File: src/rtl/axis_bram_frame_writer.sv
// AXI4-Stream to BRAM port-A frame writer: one word per accepted beat at addresses 0..cfg_data.
// Single-shot (stops in DONE) or continuous ring-buffer capture, with progress/done status.
module axis_bram_frame_writer #(
  parameter int    AXIS_TDATA_WIDTH = 32,
  parameter int    BRAM_DATA_WIDTH  = 32,
  parameter int    BRAM_ADDR_WIDTH  = 10,
  parameter string CONTINUOUS       = "FALSE"
) (
  input  logic                         aclk,
  input  logic                         areset,
  input  logic                         cfg_start,
  input  logic [BRAM_ADDR_WIDTH-1:0]   cfg_data,
  output logic [BRAM_ADDR_WIDTH:0]     sts_data,
  output logic                         sts_done,
  input  logic [AXIS_TDATA_WIDTH-1:0]  s_axis_tdata,
  input  logic                         s_axis_tvalid,
  input  logic                         s_axis_tlast,
  output logic                         s_axis_tready,
  output logic                         b_bram_clk,
  output logic                         b_bram_rst,
  output logic                         b_bram_en,
  output logic [BRAM_DATA_WIDTH/8-1:0] b_bram_we,
  output logic [BRAM_ADDR_WIDTH-1:0]   b_bram_addr,
  output logic [BRAM_DATA_WIDTH-1:0]   b_bram_wdata
);

  localparam bit CONT_MODE = (CONTINUOUS == "TRUE");
  localparam logic [BRAM_ADDR_WIDTH-1:0] ADDR_ONE = {{(BRAM_ADDR_WIDTH-1){1'b0}}, 1'b1};
  localparam logic [BRAM_ADDR_WIDTH:0]   CNT_ONE  = {{BRAM_ADDR_WIDTH{1'b0}}, 1'b1};

  typedef enum logic [1:0] {S_IDLE, S_RUN, S_DONE} state_t;

  state_t                       state_q, state_n;
  logic [BRAM_ADDR_WIDTH-1:0]   addr_q, addr_n;
  logic [BRAM_ADDR_WIDTH-1:0]   cfg_q, cfg_n;
  logic [BRAM_ADDR_WIDTH:0]     count_q, count_n;
  logic                         done_q, done_n;
  logic                         start_d;
  logic                         arm;
  logic                         beat;
  logic                         end_beat;

  assign arm      = cfg_start & ~start_d;
  assign beat     = s_axis_tvalid & s_axis_tready;
  assign end_beat = beat & ((addr_q == cfg_q) | s_axis_tlast);

  always_ff @(posedge aclk or posedge areset) begin
    if (areset) begin
      state_q <= S_IDLE;
      addr_q  <= '0;
      cfg_q   <= '0;
      count_q <= '0;
      done_q  <= 1'b0;
      start_d <= 1'b0;
    end else begin
      state_q <= state_n;
      addr_q  <= addr_n;
      cfg_q   <= cfg_n;
      count_q <= count_n;
      done_q  <= done_n;
      start_d <= cfg_start;
    end
  end

  always_comb begin
    state_n = state_q;
    addr_n  = addr_q;
    cfg_n   = cfg_q;
    count_n = count_q;
    done_n  = done_q;
    case (state_q)
      S_IDLE: begin
        if (arm) begin
          state_n = S_RUN;
          cfg_n   = cfg_data;
          addr_n  = '0;
          count_n = '0;
          done_n  = 1'b0;
        end
      end
      S_RUN: begin
        if (beat) begin
          if (end_beat && CONT_MODE) begin
            addr_n  = '0;
            count_n = '0;
          end else if (end_beat) begin
            count_n = count_q + CNT_ONE;
            done_n  = 1'b1;
            state_n = S_DONE;
          end else begin
            addr_n  = addr_q + ADDR_ONE;
            count_n = count_q + CNT_ONE;
          end
        end
        // Abort wins over completion, but the beat of this cycle is still written and counted.
        if (!cfg_start) begin
          state_n = S_IDLE;
          done_n  = 1'b0;
        end
      end
      S_DONE: begin
        if (!cfg_start) begin
          state_n = S_IDLE;
          done_n  = 1'b0;
        end
      end
      default: state_n = S_IDLE;
    endcase
  end

  assign s_axis_tready = (state_q == S_RUN);
  assign sts_data      = count_q;
  assign sts_done      = done_q;
  assign b_bram_clk    = aclk;
  assign b_bram_rst    = areset;
  assign b_bram_en     = beat;
  assign b_bram_we     = {(BRAM_DATA_WIDTH/8){beat}};
  assign b_bram_addr   = addr_q;
  assign b_bram_wdata  = s_axis_tdata;

endmodule

File: config.mk
export PLATFORM = sky130hd
export DESIGN_NAME = axis_bram_frame_writer
export DESIGN_NICKNAME = d
export VERILOG_FILES = /design/src/rtl/axis_bram_frame_writer.sv
export SDC_FILE = /design/constraint.sdc
export NUM_CORES = 1
export LEC_CHECK = 0
export CORE_MARGIN = 3
export CORE_UTILIZATION = 55
export CTS_CLUSTER_DIAMETER = 50
export DETAILED_ROUTE_END_ITERATION = 6
export DONT_BUFFER_PORTS = 1
export PLACE_DENSITY = 0.77
export SETUP_SLACK_MARGIN = 0.05
export SYNTH_ARGS = -nofsm -noshare
export SYNTH_HDL_FRONTEND = slang
export SYNTH_SLANG_ARGS = --single-unit
File: constraint.sdc
create_clock -name aclk -period 2.03 [get_ports aclk]
set_clock_uncertainty 0.2 [all_clocks]
set_input_delay 0.203 -clock aclk [delete_from_list [all_inputs] [get_ports aclk]]
set_output_delay 0.203 -clock aclk [all_outputs]
set_load 0.03 [all_outputs]
==> results of run 1 <==
==> routing by layer <==
metal | wire length [um] | vias to the layer above | GRT usage [%]
met5 | 0 | - | 0
met4 | 76 | 0 | 8.861
met3 | 367 | 9 | 9.275
met2 | 2021 | 48 | 33.13
met1 | 1648 | 694 | 23.45
li1 | - | 695 | -
==> path summary, 6_finish.rpt <==
| kind | to | from | cells past startpoint | slack (ns) |
|---|---|---|---|---|
| worst max-delay path | b_bram_addr[3] | state_q[1] | 5 | 0.14 |
| worst min-delay path | b_bram_clk | aclk | 0 | 0.003 |
| worst max register to register | b_bram_addr[3] | state_q[1] | 5 | 0.14 |
| worst min register to register | cfg_q[4] | cfg_q[4] | 2 | 0.29 |
| max in group asynchronous | b_bram_addr[8] | areset | 3 | 1.06 |
| min in group asynchronous | start_d | areset | 3 | 0.25 |
==> stage by stage <==
stage / util [%] / cells / setup WS (ns) / hold WS, ns
after detailed placement: 57.61 / 249 / 0.1427 / 0.003000
after CTS: 64.83 / 270 / 0.06594 / 0.003293
after global placement: 57.61 / 249 / 0.2122 / 0.003000
final: 65.55 / 270 / 0.1376 / 0.003339
after floorplan: - / 221 / 0.1304 / 0.03443
after global routing: 65.55 / 270 / 0.06027 / 0.003342
==> flip-flops by register name, indices dropped and copies added (netlist names) <==
register     count
state_q          2
b_bram_addr     10
start_d          1
cfg_q           10
sts_data        11
sts_done         1
==> final cells by class <==
cell class | count | share of cell area, %
multi-input combinational | 139 | 38.69
sequential | 35 | 38.53
timing repair buffer | 39 | 14.97
clock buffer | 6 | 3.192
tap | 46 | 2.532
clock inverter | 1 | 1.321
inverter | 4 | 0.7705
==> kinds of logic after synthesis <==
kind of cell,count (synthesis)
buffers and inverters,47
muxes,9
AOI/OAI and AO/OA,14
DFF,35
and+or+nand+nor,96
xor gates and xnor gates,18
adders and majority gates,2
==> worst max-delay path, stage by stage, from the launching register on <==
cell and delay [ns]:
dfrtp_1 0.45, or3b_1 0.43, or2_0 0.30, buf_4 0.23, nand2_1 0.09, mux2i_1 0.07
==> placed cells by master (no fill, tap or decap) <==
master         synthesis  routed
a211oi_1               1       1
a21oi_1                3       3
a31oi_1                1       1
a31oi_4                1       1
a41o_1                 1       1
and3_1                 4       4
buf_12                 0       1
buf_4                 39      24
bufinv_16              0       1
clkbuf_1               2       1
clkbuf_8               0       5
dfrtp_1               35      35
dlygate4sd3_1          0      14
ha_1                   2       2
inv_1                  3       3
inv_4                  0       1
mux2i_1                9       9
nand2_1               52      52
nand3_1                4       4
nand3b_4               0       1
nand4_1                7       7
nand4b_1               1       1
nor2_1                14      14
nor2b_1                2       2
nor3_2                 3       3
nor3b_2                1       1
nor4_2                 2       1
nor4_4                 0       1
nor4b_4                0       1
o21a_1                 1       1
o21ai_0                4       4
o21ai_1                1       1
o221ai_1               1       1
or2_0                  1       1
or2_2                  1       1
or3_1                  1       1
or3b_1                 1       1
xnor2_1                2       2
xor2_1                16      16
==> what timing repair did <==
item | in CTS | in global routing
resized for setup | 2 | 4
setup buffers | 0 | 0
endpoints found under the hold margin | 57 | 0
pin swaps | 0 | 0
setup endpoints to repair | 5 | 10
hold buffers | 14 | 0
==> report_power, final <==
part	leakage [nW]	switching (mW)	internal, mW
clock network	0.0513	0.237	0.360
logic	0.649	0.274	0.172
registers	0.466	0.0753	0.777
total	1.17	0.587	1.31
==> run metrics, run 1 <==
post-synthesis register bit count 35; pwr dens 833.8 nW/um^2; PortBufs 0; core area 3468 sq um; CTS tree built; Distinct cells, synth 35; Synth Cell Area 2054 sq um; async set-reset flop share out of synthesis 100.0%; Remaining DRCs 0; Die Y 67.12 um; Tmin final 1.892 ns; final hold vios 0; gr usage total 20.55%; crit path DAT 1.86 ns; number of flops mapped to enable cells by yosys 0; final worst path period share 93.22%; RSZ-0062 raised after global routing no; post-synth net total 270; Skew-Pair Late Insertion Delay 0.28 ns; setup_tns 0 ns; synth top area cells dfrtp_1 43%, buf_4 14%, nand2_1 9.5%; average routed wire per standard cell 15.23 um; n_diodes 0; antenna-violating nets left 0; Cell Area, Placed 1998 sq um; Final GP Congestion 0.7947; Pwr Total 1.896 mW; cts bufs inserted 5; VDD IR-drop max 0.0006249 V; worst hold-check path type clock port to primary output; multiplexer share of the synthesized area 4.385%; largest net degree at the start of global routing 36; measured slew at the worst slew-check pin 0.4397 ns; CTS Buffer Depth 2; # fillers 297; startpoint types register; die width 67.12 um; fin area 2273 sq um; Vias per Instance 5.356; pins over their slew limit 0; CP required 2.00 ns; DR pass1 iterations 4; crit path max fanout 14; Synth area leader dfrtp_1; share of layout cells above drive strength 1 18.75%; H-tree Lvls 2; Die Area 4504 sq um; I/O Pins 109; gr ovfl total 0; Main synth FF type dfrtp_1; multi-input logic area 879.6 sq um; xor/xnor share of the synthesized area 7.674%; initial antenna violation count 0; WS Path Type register to register; most frequent cell after synthesis nand2_1; clk sinks 35; first-pass GRT wire length 6727 um; area grow syn2layout 10.66%; number of global-route vias before repair 1449; Crit. End Element register; Final HPWL DP 2888 um; drt total wl 4113 um; final setup fails 0; f_max 528.4 MHz; Synth Area in Compound Gates 4.933%; max_slew headroom 70.69%; Clk pin slew, worst setup/hold paths 0.07 ns; Syn Inst Count 221; root buffer cell clkbuf_8; max-cap viol count 0; LEAKAGE 1.166 nW; Yosys warning total 0; via count 1446; share of the synthesized area in the top cell type 42.63%; Synth top cells by count 52 x nand2_1, 39 x buf_4, 35 x dfrtp_1; # rows 21; register area 875.8 sq um; Initial Util 59.24%; syn_area_per_cell 9.296 sq um; initial drt markers 61; main combinational cell family by area after synthesis simple AND/OR/NAND/NOR gates; post-synthesis sequential area ratio 42.63%; Synth Area in Adders 1.218%; status finished, final reports clean; fin nets 273; Synth Area in Simple Gates 23.33%
(Power assumes the default switching activity.)
==> run 2, diff against run 1 <==
--- a/config.mk
+++ b/config.mk
@@ -5,7 +5,7 @@
 export SDC_FILE = /design/constraint.sdc
 export NUM_CORES = 1
 export LEC_CHECK = 0
-export CORE_MARGIN = 3
+export CORE_MARGIN = 10
 export CORE_UTILIZATION = 55
 export CTS_CLUSTER_DIAMETER = 50
 export DETAILED_ROUTE_END_ITERATION = 6
==> run 2 against run 1 <==
Against the previous run: combinational power down 4%; clock power down 18%; first-iteration DRC count increased by 20%; utilization shrank 3.9 points; non-clock buffer count fell by 1.
==> run metrics, run 2 (synthesis gave the netlist of run 1 again) <==
Skew-Pair Late Insertion Delay 0.29 ns (about the same); measured slew at the worst slew-check pin 0.4377 ns (-0.001955 ns); crit path max fanout 6 (-8); DR pass1 iterations 4 (unchanged); final setup fails 0 (unchanged); max FFs per register 11 (unchanged); R2R cell count 5 (unchanged); max-cap viol count 0 (unchanged); n_diodes 0 (unchanged); CTS tree built; H-tree Lvls 2 (unchanged); Cell Area, Placed 1993 sq um (-0.25%); Initial Util 56.54% (-2.7 points); CP required 2.01 ns (about the same); core area 3633 sq um (+4.8%); status finished, final reports clean; setup_tns 0 ns (unchanged); Hold EP b_bram_clk; area grow syn2layout 8.953%; most common cell after layout, fill and taps aside nand2_1; final hold vios 0 (unchanged); PortBufs 0 (unchanged); share of layout cells above drive strength 1 18.30% (-0.45 points); Die Area 6580 sq um (+46%); RSZ-0062 raised after global routing no; final worst path period share 90.20% (-3.0 points); LEAKAGE 1.151 nW (-1.3%); Met3 Routed Length 505 um (+38%); cts bufs inserted 5 (unchanged); startpoint types register; Final GP Congestion 0.7423 (-6.6%); Vias per Instance 5.250 (-2.0%); clk sinks 35 (unchanged); max_slew headroom 70.82% (+0.13 points); VDD IR-drop max 0.0005164 V (-17%); fin area 2238 sq um (-1.5%); gr ovfl total 0 (unchanged); FF-to-FF Start state_q[1]; f_max 546.1 MHz (+3.3%); die width 81.12 um (+21%); CTS Buffer Depth 2 (unchanged); net switching power 592.6 uW (+1.0%); worst hold start aclk; largest net degree at the start of global routing 36 (unchanged); Tmin final 1.831 ns (-0.06122 ns); number of global-route vias before repair 1501 (+3.6%); initial drt markers 73 (+20%); worst hold-check path type clock port to primary output; multi-input logic area 870.8 sq um (-1.0%); M1 WL 1797 um (+9.0%); Die Y 81.12 um (+21%); average routed wire per standard cell 16.08 um (+5.5%); root buffer cell clkbuf_8; crit path DAT 1.81 ns (-0.05 ns); antenna-violating nets left 0 (unchanged); gr usage total 14.38% (-6.2 points); Internal 1.181 mW (-9.8%); # fillers 310 (+4.4%); register area 875.8 sq um (unchanged); hold path depth 0 (unchanged); internal reg-to-reg setup slack 0.20 ns (+0.06 ns); Clk pwr share 27.6% (-3.9 points); pwr dens 792.4 nW/um^2 (-5.0%); Remaining DRCs 0 (unchanged); met2 wire length 2013 um (-0.40%); via count 1428 (-1.2%); Final HPWL DP 3207 um (+11%); I/O Pins 109 (unchanged); Seq pwr share 48.2% (+3.2 points); first-pass GRT wire length 7272 um (+8.1%); WS Path Type register to register; Comb power frac 24.2% (+0.7 points); most frequent cells in the layout 52 x nand2_1, 35 x dfrtp_1, 23 x buf_4; switch share 33.41% (+2.5 points); fin nets 272 (-0.37%); Reg-to-Reg End b_bram_addr[4]; Crit. End Element register; Final WS setup 0.1989 ns (+0.06122 ns); top layer in use met4; Clk pin slew, worst setup/hold paths 0.07 ns (about the same); drt total wl 4373 um (+6.3%); worst slack, placed 0.1901 ns (+0.04748 ns); initial antenna violation count 0 (unchanged); pins over their slew limit 0 (unchanged); # rows 22 (+4.8%)
-- run 2: worst max path at each step --
stage | startpoint | endpoint | cells past startpoint
after floorplan | b_bram_addr[0] | b_bram_addr[0] | 5
after global placement | state_q[1] | b_bram_addr[4] | 5
after detailed placement | state_q[1] | b_bram_addr[4] | 5
after CTS | state_q[1] | b_bram_we[0] | 3
after global routing | b_bram_addr[0] | b_bram_addr[0] | 5
final | state_q[1] | b_bram_addr[4] | 5
-- run 2: layout make-up --
| cell class | instances | area share (%) |
|---|---|---|
| clock buffers | 7 | 3.410 |
| clock inverters | 1 | 0.2236 |
| inverters | 4 | 0.7826 |
| multi-input cells | 139 | 38.90 |
| flip-flops and latches | 35 | 39.13 |
| well taps | 48 | 2.683 |
| repair buffers | 38 | 14.87 |
-- run 2: timing repair --
item / CTS / global route
resized for setup: 2 / 4
hold endpoints to repair: 58 / 0
buffers inserted: 0 / 0
hold buffers: 14 / 0
setup endpoints to repair: 5 / 11
-- run 2: worst max-delay path: stages, from the launching register on --
cell     delay [ns]
dfrtp_1        0.45
or3b_1         0.43
or2_1          0.30
nand2_1        0.09
a31oi_1        0.04
a41o_1         0.22
-- run 2: per-stage QoR --
step | hold slack, ns | instances | power (mW) | util, %
after floorplan | 0.03443 | 221 | 1.352 | -
after global placement | 0.003000 | 250 | 1.256 | 54.86
after detailed placement | 0.003000 | 250 | 1.269 | 54.86
after CTS | 0.003395 | 272 | 1.785 | 61.16
after global routing | 0.003388 | 272 | 1.873 | 61.60
final | 0.003398 | 272 | 1.774 | 61.60
-- run 2: layer usage --
layer | vias to the layer above | GRT usage [%]
met5 | - | 0
met4 | 0 | 4.844
met3 | 7 | 8.940
met2 | 44 | 22.13
met1 | 675 | 16.08
li1 | 702 | -
-- run 2: power by group through the flow --
stage               Clock, mW  Combinational, mW  Sequential (mW)
floorplan              0.0738              0.369            0.909
global placement            0              0.391            0.864
detailed placement          0              0.402            0.866
CTS                     0.502              0.430            0.854
global route            0.526              0.479            0.867
finish                  0.489              0.430            0.855
